**src/rtl/vga_pkg.sv**
```systemverilog
// Shared timing defaults, derived raster constants and the pixel type
// for the VGA stream output block.
package vga_pkg;

    // 640x480@60 timing at a 25 MHz pixel rate from a 50 MHz system clock
    localparam int unsigned PIX_DIV_DEF  = 2;
    localparam int unsigned H_ACTIVE_DEF = 640;
    localparam int unsigned H_FRONT_DEF  = 16;
    localparam int unsigned H_SYNC_DEF   = 96;
    localparam int unsigned H_BACK_DEF   = 48;
    localparam int unsigned V_ACTIVE_DEF = 480;
    localparam int unsigned V_FRONT_DEF  = 10;
    localparam int unsigned V_SYNC_DEF   = 2;
    localparam int unsigned V_BACK_DEF   = 33;
    localparam int unsigned FIFO_DEPTH_DEF = 16;

    localparam int unsigned H_TOTAL_DEF = H_ACTIVE_DEF + H_FRONT_DEF + H_SYNC_DEF + H_BACK_DEF;
    localparam int unsigned V_TOTAL_DEF = V_ACTIVE_DEF + V_FRONT_DEF + V_SYNC_DEF + V_BACK_DEF;

    // Counter width able to hold 0..n-1, never narrower than one bit
    function automatic int unsigned cnt_w(input int unsigned n);
        return (n <= 1) ? 1 : $clog2(n);
    endfunction

    localparam int unsigned H_CNT_W_DEF = cnt_w(H_TOTAL_DEF);
    localparam int unsigned V_CNT_W_DEF = cnt_w(V_TOTAL_DEF);

    // {R[3:0], G[3:0], B[3:0]}
    typedef logic [11:0] vga_pixel_t;

endpackage

```
**src/rtl/vga_stream_out_if.sv**
```systemverilog
// Pixel push stream between the demo system and the VGA output FIFO.
interface vga_stream_out_if;
    import vga_pkg::*;

    logic       pix_valid_i;
    vga_pixel_t pix_data_i;
    logic       pix_ready_o;

    modport master (
        output pix_valid_i,
        output pix_data_i,
        input  pix_ready_o
    );

    modport slave (
        input  pix_valid_i,
        input  pix_data_i,
        output pix_ready_o
    );

endinterface

```
**src/rtl/vga_pixel_fifo.sv**
```systemverilog
// Synchronous show-ahead pixel FIFO. The head entry is always visible on
// rdata_o so a pop edge captures it with no extra latency. Full and empty
// are registered so downstream ready logic stays a single inverter.
module vga_pixel_fifo
    import vga_pkg::*;
#(
    parameter int unsigned Depth = FIFO_DEPTH_DEF
) (
    input  logic       clk_i,
    input  logic       rst_i,
    input  logic       push_i,
    input  vga_pixel_t wdata_i,
    input  logic       pop_i,
    output vga_pixel_t rdata_o,
    output logic       full_o,
    output logic       empty_o
);

    localparam int unsigned AW = $clog2(Depth);
    localparam logic [AW:0] PTR_ONE  = (AW+1)'(1);
    localparam logic [AW:0] FULL_CNT = (AW+1)'(Depth);

    vga_pixel_t  r_mem [Depth];
    logic [AW:0] r_wr_ptr;
    logic [AW:0] r_rd_ptr;
    logic        r_full;
    logic        r_empty;

    logic        w_push;
    logic        w_pop;
    logic [AW:0] w_wr_next;
    logic [AW:0] w_rd_next;
    logic [AW:0] w_cnt_next;

    assign w_push     = push_i && !r_full;
    assign w_pop      = pop_i && !r_empty;
    assign w_wr_next  = w_push ? (r_wr_ptr + PTR_ONE) : r_wr_ptr;
    assign w_rd_next  = w_pop  ? (r_rd_ptr + PTR_ONE) : r_rd_ptr;
    assign w_cnt_next = w_wr_next - w_rd_next;

    assign rdata_o = r_mem[r_rd_ptr[AW-1:0]];
    assign full_o  = r_full;
    assign empty_o = r_empty;

    // Storage write; contents need no reset since pointers define validity
    always_ff @(posedge clk_i) begin
        if (w_push) begin
            r_mem[r_wr_ptr[AW-1:0]] <= wdata_i;
        end
    end

    // Pointer and flag update; flags come from the next-state pointers
    always_ff @(posedge clk_i) begin
        if (rst_i) begin
            r_wr_ptr <= '0;
            r_rd_ptr <= '0;
            r_full   <= 1'b0;
            r_empty  <= 1'b1;
        end else begin
            r_wr_ptr <= w_wr_next;
            r_rd_ptr <= w_rd_next;
            r_full   <= (w_cnt_next == FULL_CNT);
            r_empty  <= (w_wr_next == w_rd_next);
        end
    end

endmodule

```
**src/rtl/vga_stream_out.sv**
```systemverilog
// VGA raster generator and pixel drain. Produces hsync/vsync/rgb from the
// system clock and pops one pixel from the FIFO per active pixel tick.
module vga_stream_out
    import vga_pkg::*;
#(
    parameter int unsigned PixDiv    = PIX_DIV_DEF,
    parameter int unsigned HActive   = H_ACTIVE_DEF,
    parameter int unsigned HFront    = H_FRONT_DEF,
    parameter int unsigned HSync     = H_SYNC_DEF,
    parameter int unsigned HBack     = H_BACK_DEF,
    parameter int unsigned VActive   = V_ACTIVE_DEF,
    parameter int unsigned VFront    = V_FRONT_DEF,
    parameter int unsigned VSync     = V_SYNC_DEF,
    parameter int unsigned VBack     = V_BACK_DEF,
    parameter int unsigned FifoDepth = FIFO_DEPTH_DEF
) (
    input  logic             clk_sys_i,
    input  logic             rst_sys_i,
    input  logic             enable_i,
    vga_stream_out_if.slave  pix_if,
    input  logic             clr_underflow_i,
    output logic             underflow_o,
    output logic             frame_start_o,
    output logic             vblank_o,
    output logic             hsync_o,
    output logic             vsync_o,
    output vga_pixel_t       rgb_o
);

    localparam int unsigned HTotal     = HActive + HFront + HSync + HBack;
    localparam int unsigned VTotal     = VActive + VFront + VSync + VBack;
    localparam int unsigned HW         = cnt_w(HTotal);
    localparam int unsigned VW         = cnt_w(VTotal);
    localparam int unsigned DW         = cnt_w(PixDiv);
    localparam int unsigned HSyncStart = HActive + HFront;
    localparam int unsigned HSyncEnd   = HSyncStart + HSync;
    localparam int unsigned VSyncStart = VActive + VFront;
    localparam int unsigned VSyncEnd   = VSyncStart + VSync;

    logic [DW-1:0] r_div;
    logic [HW-1:0] r_h;
    logic [VW-1:0] r_v;

    logic       r_hsync;
    logic       r_vsync;
    logic       r_vblank;
    logic       r_frame_start;
    logic       r_underflow;
    vga_pixel_t r_rgb;

    logic       w_tick;
    logic       w_active;
    logic       w_pop;
    logic       w_hsync_n;
    logic       w_vsync_n;
    logic       w_vblank;
    logic       w_origin;
    logic       w_fifo_full;
    logic       w_fifo_empty;
    vga_pixel_t w_fifo_rdata;

    assign w_tick    = enable_i && (r_div == DW'(PixDiv - 1));
    assign w_active  = (r_h < HW'(HActive)) && (r_v < VW'(VActive));
    assign w_pop     = w_tick && w_active;
    assign w_hsync_n = !((r_h >= HW'(HSyncStart)) && (r_h < HW'(HSyncEnd)));
    assign w_vsync_n = !((r_v >= VW'(VSyncStart)) && (r_v < VW'(VSyncEnd)));
    assign w_vblank  = (r_v >= VW'(VActive));
    assign w_origin  = (r_h == '0) && (r_v == '0);

    assign pix_if.pix_ready_o = !w_fifo_full;

    assign hsync_o       = r_hsync;
    assign vsync_o       = r_vsync;
    assign vblank_o      = r_vblank;
    assign frame_start_o = r_frame_start;
    assign underflow_o   = r_underflow;
    assign rgb_o         = r_rgb;

    vga_pixel_fifo #(
        .Depth (FifoDepth)
    ) u_fifo (
        .clk_i   (clk_sys_i),
        .rst_i   (rst_sys_i),
        .push_i  (pix_if.pix_valid_i),
        .wdata_i (pix_if.pix_data_i),
        .pop_i   (w_pop),
        .rdata_o (w_fifo_rdata),
        .full_o  (w_fifo_full),
        .empty_o (w_fifo_empty)
    );

    // Pixel divider and raster counters; held at the origin while disabled
    always_ff @(posedge clk_sys_i) begin
        if (rst_sys_i || !enable_i) begin
            r_div <= '0;
            r_h   <= '0;
            r_v   <= '0;
        end else begin
            r_div <= w_tick ? '0 : (r_div + DW'(1));
            if (w_tick) begin
                if (r_h == HW'(HTotal - 1)) begin
                    r_h <= '0;
                    r_v <= (r_v == VW'(VTotal - 1)) ? '0 : (r_v + VW'(1));
                end else begin
                    r_h <= r_h + HW'(1);
                end
            end
        end
    end

    // Registered video outputs for the position the counters held at the tick
    always_ff @(posedge clk_sys_i) begin
        if (rst_sys_i || !enable_i) begin
            r_hsync       <= 1'b1;
            r_vsync       <= 1'b1;
            r_vblank      <= 1'b0;
            r_frame_start <= 1'b0;
            r_rgb         <= '0;
        end else begin
            r_frame_start <= w_tick && w_origin;
            if (w_tick) begin
                r_hsync  <= w_hsync_n;
                r_vsync  <= w_vsync_n;
                r_vblank <= w_vblank;
                r_rgb    <= (w_active && !w_fifo_empty) ? w_fifo_rdata : '0;
            end
        end
    end

    // Sticky underflow: an active pixel found no data; clear wins over set
    always_ff @(posedge clk_sys_i) begin
        if (rst_sys_i) begin
            r_underflow <= 1'b0;
        end else if (clr_underflow_i) begin
            r_underflow <= 1'b0;
        end else if (w_pop && w_fifo_empty) begin
            r_underflow <= 1'b1;
        end
    end

endmodule

```
**src/flat_wrapper.sv**
```systemverilog
// flat-port wrapper written by rule: the top's interface ports become plain ports
module vga_stream_out_flat import vga_pkg::*;
#(
    parameter int unsigned PixDiv    = PIX_DIV_DEF,
    parameter int unsigned HActive   = H_ACTIVE_DEF,
    parameter int unsigned HFront    = H_FRONT_DEF,
    parameter int unsigned HSync     = H_SYNC_DEF,
    parameter int unsigned HBack     = H_BACK_DEF,
    parameter int unsigned VActive   = V_ACTIVE_DEF,
    parameter int unsigned VFront    = V_FRONT_DEF,
    parameter int unsigned VSync     = V_SYNC_DEF,
    parameter int unsigned VBack     = V_BACK_DEF,
    parameter int unsigned FifoDepth = FIFO_DEPTH_DEF
)
  (clk_sys_i, rst_sys_i, enable_i, clr_underflow_i, underflow_o, frame_start_o, vblank_o, hsync_o, vsync_o, rgb_o, pix_if_pix_valid_i, pix_if_pix_data_i, pix_if_pix_ready_o);
  vga_stream_out_if pix_if_i ();
  input  logic clk_sys_i;
  input  logic rst_sys_i;
  input  logic enable_i;
  input  logic clr_underflow_i;
  output logic underflow_o;
  output logic frame_start_o;
  output logic vblank_o;
  output logic hsync_o;
  output logic vsync_o;
  output vga_pixel_t rgb_o;
  input wire logic [$bits(pix_if_i.pix_valid_i)-1:0] pix_if_pix_valid_i;
  input wire logic [$bits(pix_if_i.pix_data_i)-1:0] pix_if_pix_data_i;
  output wire logic [$bits(pix_if_i.pix_ready_o)-1:0] pix_if_pix_ready_o;
  assign pix_if_i.pix_valid_i = pix_if_pix_valid_i;
  assign pix_if_i.pix_data_i = pix_if_pix_data_i;
  assign pix_if_pix_ready_o = pix_if_i.pix_ready_o;
  vga_stream_out #(.PixDiv(PixDiv), .HActive(HActive), .HFront(HFront), .HSync(HSync), .HBack(HBack), .VActive(VActive), .VFront(VFront), .VSync(VSync), .VBack(VBack), .FifoDepth(FifoDepth)) u_core (.clk_sys_i(clk_sys_i), .rst_sys_i(rst_sys_i), .enable_i(enable_i), .pix_if(pix_if_i), .clr_underflow_i(clr_underflow_i), .underflow_o(underflow_o), .frame_start_o(frame_start_o), .vblank_o(vblank_o), .hsync_o(hsync_o), .vsync_o(vsync_o), .rgb_o(rgb_o));
endmodule
```
**config.mk**
```make
export PLATFORM = sky130hd
export DESIGN_NAME = vga_stream_out_flat
export DESIGN_NICKNAME = d
export VERILOG_FILES = /design/src/rtl/vga_pkg.sv /design/src/rtl/vga_stream_out_if.sv /design/src/rtl/vga_pixel_fifo.sv /design/src/rtl/vga_stream_out.sv /design/src/flat_wrapper.sv
export SDC_FILE = /design/constraint.sdc
export NUM_CORES = 1
export LEC_CHECK = 0
export CAP_MARGIN = 40
export CORE_ASPECT_RATIO = 1.2
export CORE_MARGIN = 10
export CORE_UTILIZATION = 42
export DETAILED_ROUTE_END_ITERATION = 8
export REMOVE_ABC_BUFFERS = 1
export SLEW_MARGIN = 15
export SYNTH_ARGS = -nofsm -noshare
export SYNTH_HDL_FRONTEND = slang
export SYNTH_SLANG_ARGS = --single-unit
export TNS_END_PERCENT = 100
```
**constraint.sdc**
```tcl
create_clock -name clk_sys_i -period 4.2 [get_ports clk_sys_i]
set_input_delay 0.84 -clock clk_sys_i [delete_from_list [all_inputs] [get_ports clk_sys_i]]
set_output_delay 0.84 -clock clk_sys_i [all_outputs]
set_load 0.02 [all_outputs]
```
==> metrics <==
Die Y=185 um; CTS Buffer Depth=3; post-route ant nets=0; post-layout min period=3460 ps; CTS HTree Levels=1; CP max stage cell=clkdlybuf4s50_1; Worst Skew=12.5 ps; buffers added on ports=34; terminus of the critical flop-to-flop path=u_core.u_fifo.full_o; Sink Count=242; HP Class=register to register; 1st-iter DRT viols=330; Worst-path clk slew=60 ps; Buf/Inv on CP=1; reg2reg start=u_core.r_div; final setup fails=0; Post-Syn Area=9580 um2; Achievable Freq=289 MHz; CP peak stage delay=490 ps; Peak VDD IR=0.232 mV; Die Wd=158 um; Hold EP=u_core.rgb_o[1]; P_leak=3.56 nW; clock root cell=clkbuf_16; FF-to-FF path depth=10; DR vias=5058; power per cell area=451 nW/um2; Main synth FF type=edfxtp_1; family with the most delay on the worst path=simple AND/OR/NAND/NOR gates; Synthesis Warnings=0; total grt overflow=0; Tot Pwr=0.00504 W; hold_buf cts=0; R2R setup slack=1000 ps; diodes inserted=0; fin nets=650; pin count of the biggest net entering global routing=49; max-slew violation count=0; most frequent cells in the layout=edfxtp_1, mux4_2, dfxtp_1, nor2_1; most common cell after layout, fill and taps aside=edfxtp_1; design area=11200 um2; Area after DPL=10400 um2; first-pass GRT wire length=30.9 mm; Setup CP Type=primary input to register; Post-DP HPWL=12.5 mm; core area=22400 um2; Setup crit start kind=primary input; post-DR vias/cell=5.52; status=completed; maxcap violations=0; RSZ-0062 raised after global routing=false; CTS Buf Count=24; vias in the first global route=5412; hold_sp=u_core.rgb_o[1]; sequential-to-total area share from yosys stat=0.706; antenna violations before repair=0; CP Max Fanout=4; critical path cell sequence=clkdlybuf4s50_1 -> nand3b_1 -> nor4_4 -> nand4_1 -> xor2_1 -> ha_1 -> xor2_1 -> or4_1 -> a211oi_2 -> or3b_1 -> mux2i_1; Post-CTS Setup Inserts=0; Residual DRC=0; Synth cell types=50; final hold slack=454 ps; Tcrit/Tclk final=0.825; Syn Inst Count=564; CP dominant cell by count=xor2_1; Starting Density=0.427; DR pass1 iterations=4; worst-skew pair later-pin latency=520 ps; worst slew pin tran=739 ps; CP required=4650 ps; CTS tree=done; Placer Congestion=0.828; number of flops mapped to enable cells by yosys=192; #FFs+latches synth=242; critical path capture point type=register; layout cells sized above 1=0.197; Crit. Startpoint=enable_i; Setup TNS=0 ps; Synth-to-Final Area Change=16.6%; Syn Area/Cell=17.0 um2; Min-Delay Path Depth=2; row count=60; filler instances=1820; cts repair resizes=0; max_slew headroom=0.506; GR Util All Layers=0.137; asr flop ratio synth=0; Arr. time, crit path=3910 ps; # IOs=35; Fin. Hold Viols=0; DR WL/cell=21.3 um; final WL=19.5 mm; Die ar.=29300 um2
synth_stat cells (4+ instances only):
master    count  area, um2
a21oi_1       5       25.0
a221oi_1     11       96.3
a22o_1       11       96.3
buf_2         7       35.0
clkbuf_1     16       60.1
dfxtp_1      50       1000
edfxtp_1    192       5770
ha_1         13        163
inv_1         8       30.0
mux2i_1       4       40.0
mux4_2       48       1080
nand2_1      34        128
nand4_1       9       56.3
nor2_1       43        161
nor2b_1       9       56.3
nor3_1       11       55.1
o21ai_0       4       20.0
o21ai_1      12       60.1
xnor2_1      10       87.6
xor2_1       16        140
worst max path at each step:
stage,to,cells past startpoint
6_report,u_core.u_fifo.full_o,11
2_1_floorplan,u_core.u_fifo.full_o,8
3_5_place_dp,u_core.u_fifo.full_o,11
4_1_cts,u_core.u_fifo.full_o,11
5_1_grt,u_core.u_fifo.full_o,11
3_3_place_gp,u_core.u_fifo.full_o,11
registers in the layout, summed over array words and instances, names as in the netlist:
signal / count
u_core.u_fifo.full_o: 1
u_core.underflow_o: 1
u_core.r_h: 10
u_core.vblank_o: 1
u_core.frame_start_o: 1
u_core.vsync_o: 1
u_core.u_fifo.r_rd_ptr: 5
u_core.u_fifo.r_wr_ptr: 5
u_core.r_v: 10
u_core.u_fifo.empty_o: 1
u_core.rgb_o: 12
u_core.hsync_o: 1
u_core.r_div: 1
u_core.u_fifo.r_mem: 192
report_power, final:
group / switching [W] / leakage (nW) / internal [W]
Sequential: 0.0000188 / 2.14 / 0.00262
Clock: 0.000883 / 0.395 / 0.00132
Combinational: 0.000113 / 1.02 / 0.0000807
layout make-up:
class | instances | area, um2 | area share
clock buffer | 30 | 633 | 0.0567
clock inverter | 14 | 183 | 0.0163
inverter | 8 | 30.0 | 0.00269
multi-input combinational | 285 | 2680 | 0.240
sequential | 242 | 6770 | 0.606
tap | 279 | 349 | 0.0312
timing repair buffer | 59 | 532 | 0.0476
cells by family after synthesis:
kind of cell               count (synthesis)  synth area share
AOI/OAI and AO/OA                         52            0.0401
xor gates and xnor gates                  26            0.0238
adders and majority gates                 13            0.0170
buffers and inverters                     37            0.0166
DFF                                      242             0.706
muxes                                     53             0.118
and+or+nand+nor                          141            0.0783
worst register-to-register path, cell delays in order (launching register included):
cell,delay [ps]
dfxtp_1,510
nand3b_1,210
nor4_4,380
nand4_1,170
xor2_1,200
ha_1,360
xor2_1,180
or4_1,410
a211oi_2,240
or3b_1,360
mux2i_1,130
metrics by stage:
step / instances / worst slack, ps / utilization
2_1_floorplan: 535 / -174 / -
3_3_place_gp: 869 / 278 / 0.460
3_5_place_dp: 873 / 222 / 0.462
4_1_cts: 917 / 738 / 0.498
5_1_grt: 917 / 579 / 0.498
6_report: 917 / 737 / 0.498
layer usage:
layer | vias to the layer above | global-route usage | part of all wire
met5 | - | 0 | 0
met3 | 28 | 0.0222 | 0.044
met2 | 94 | 0.241 | 0.52
met4 | 0 | 0.0386 | 0.018
li1 | 2325 | - | -
met1 | 2611 | 0.169 | 0.42
Note: power is estimated with default switching activity, not from simulation.
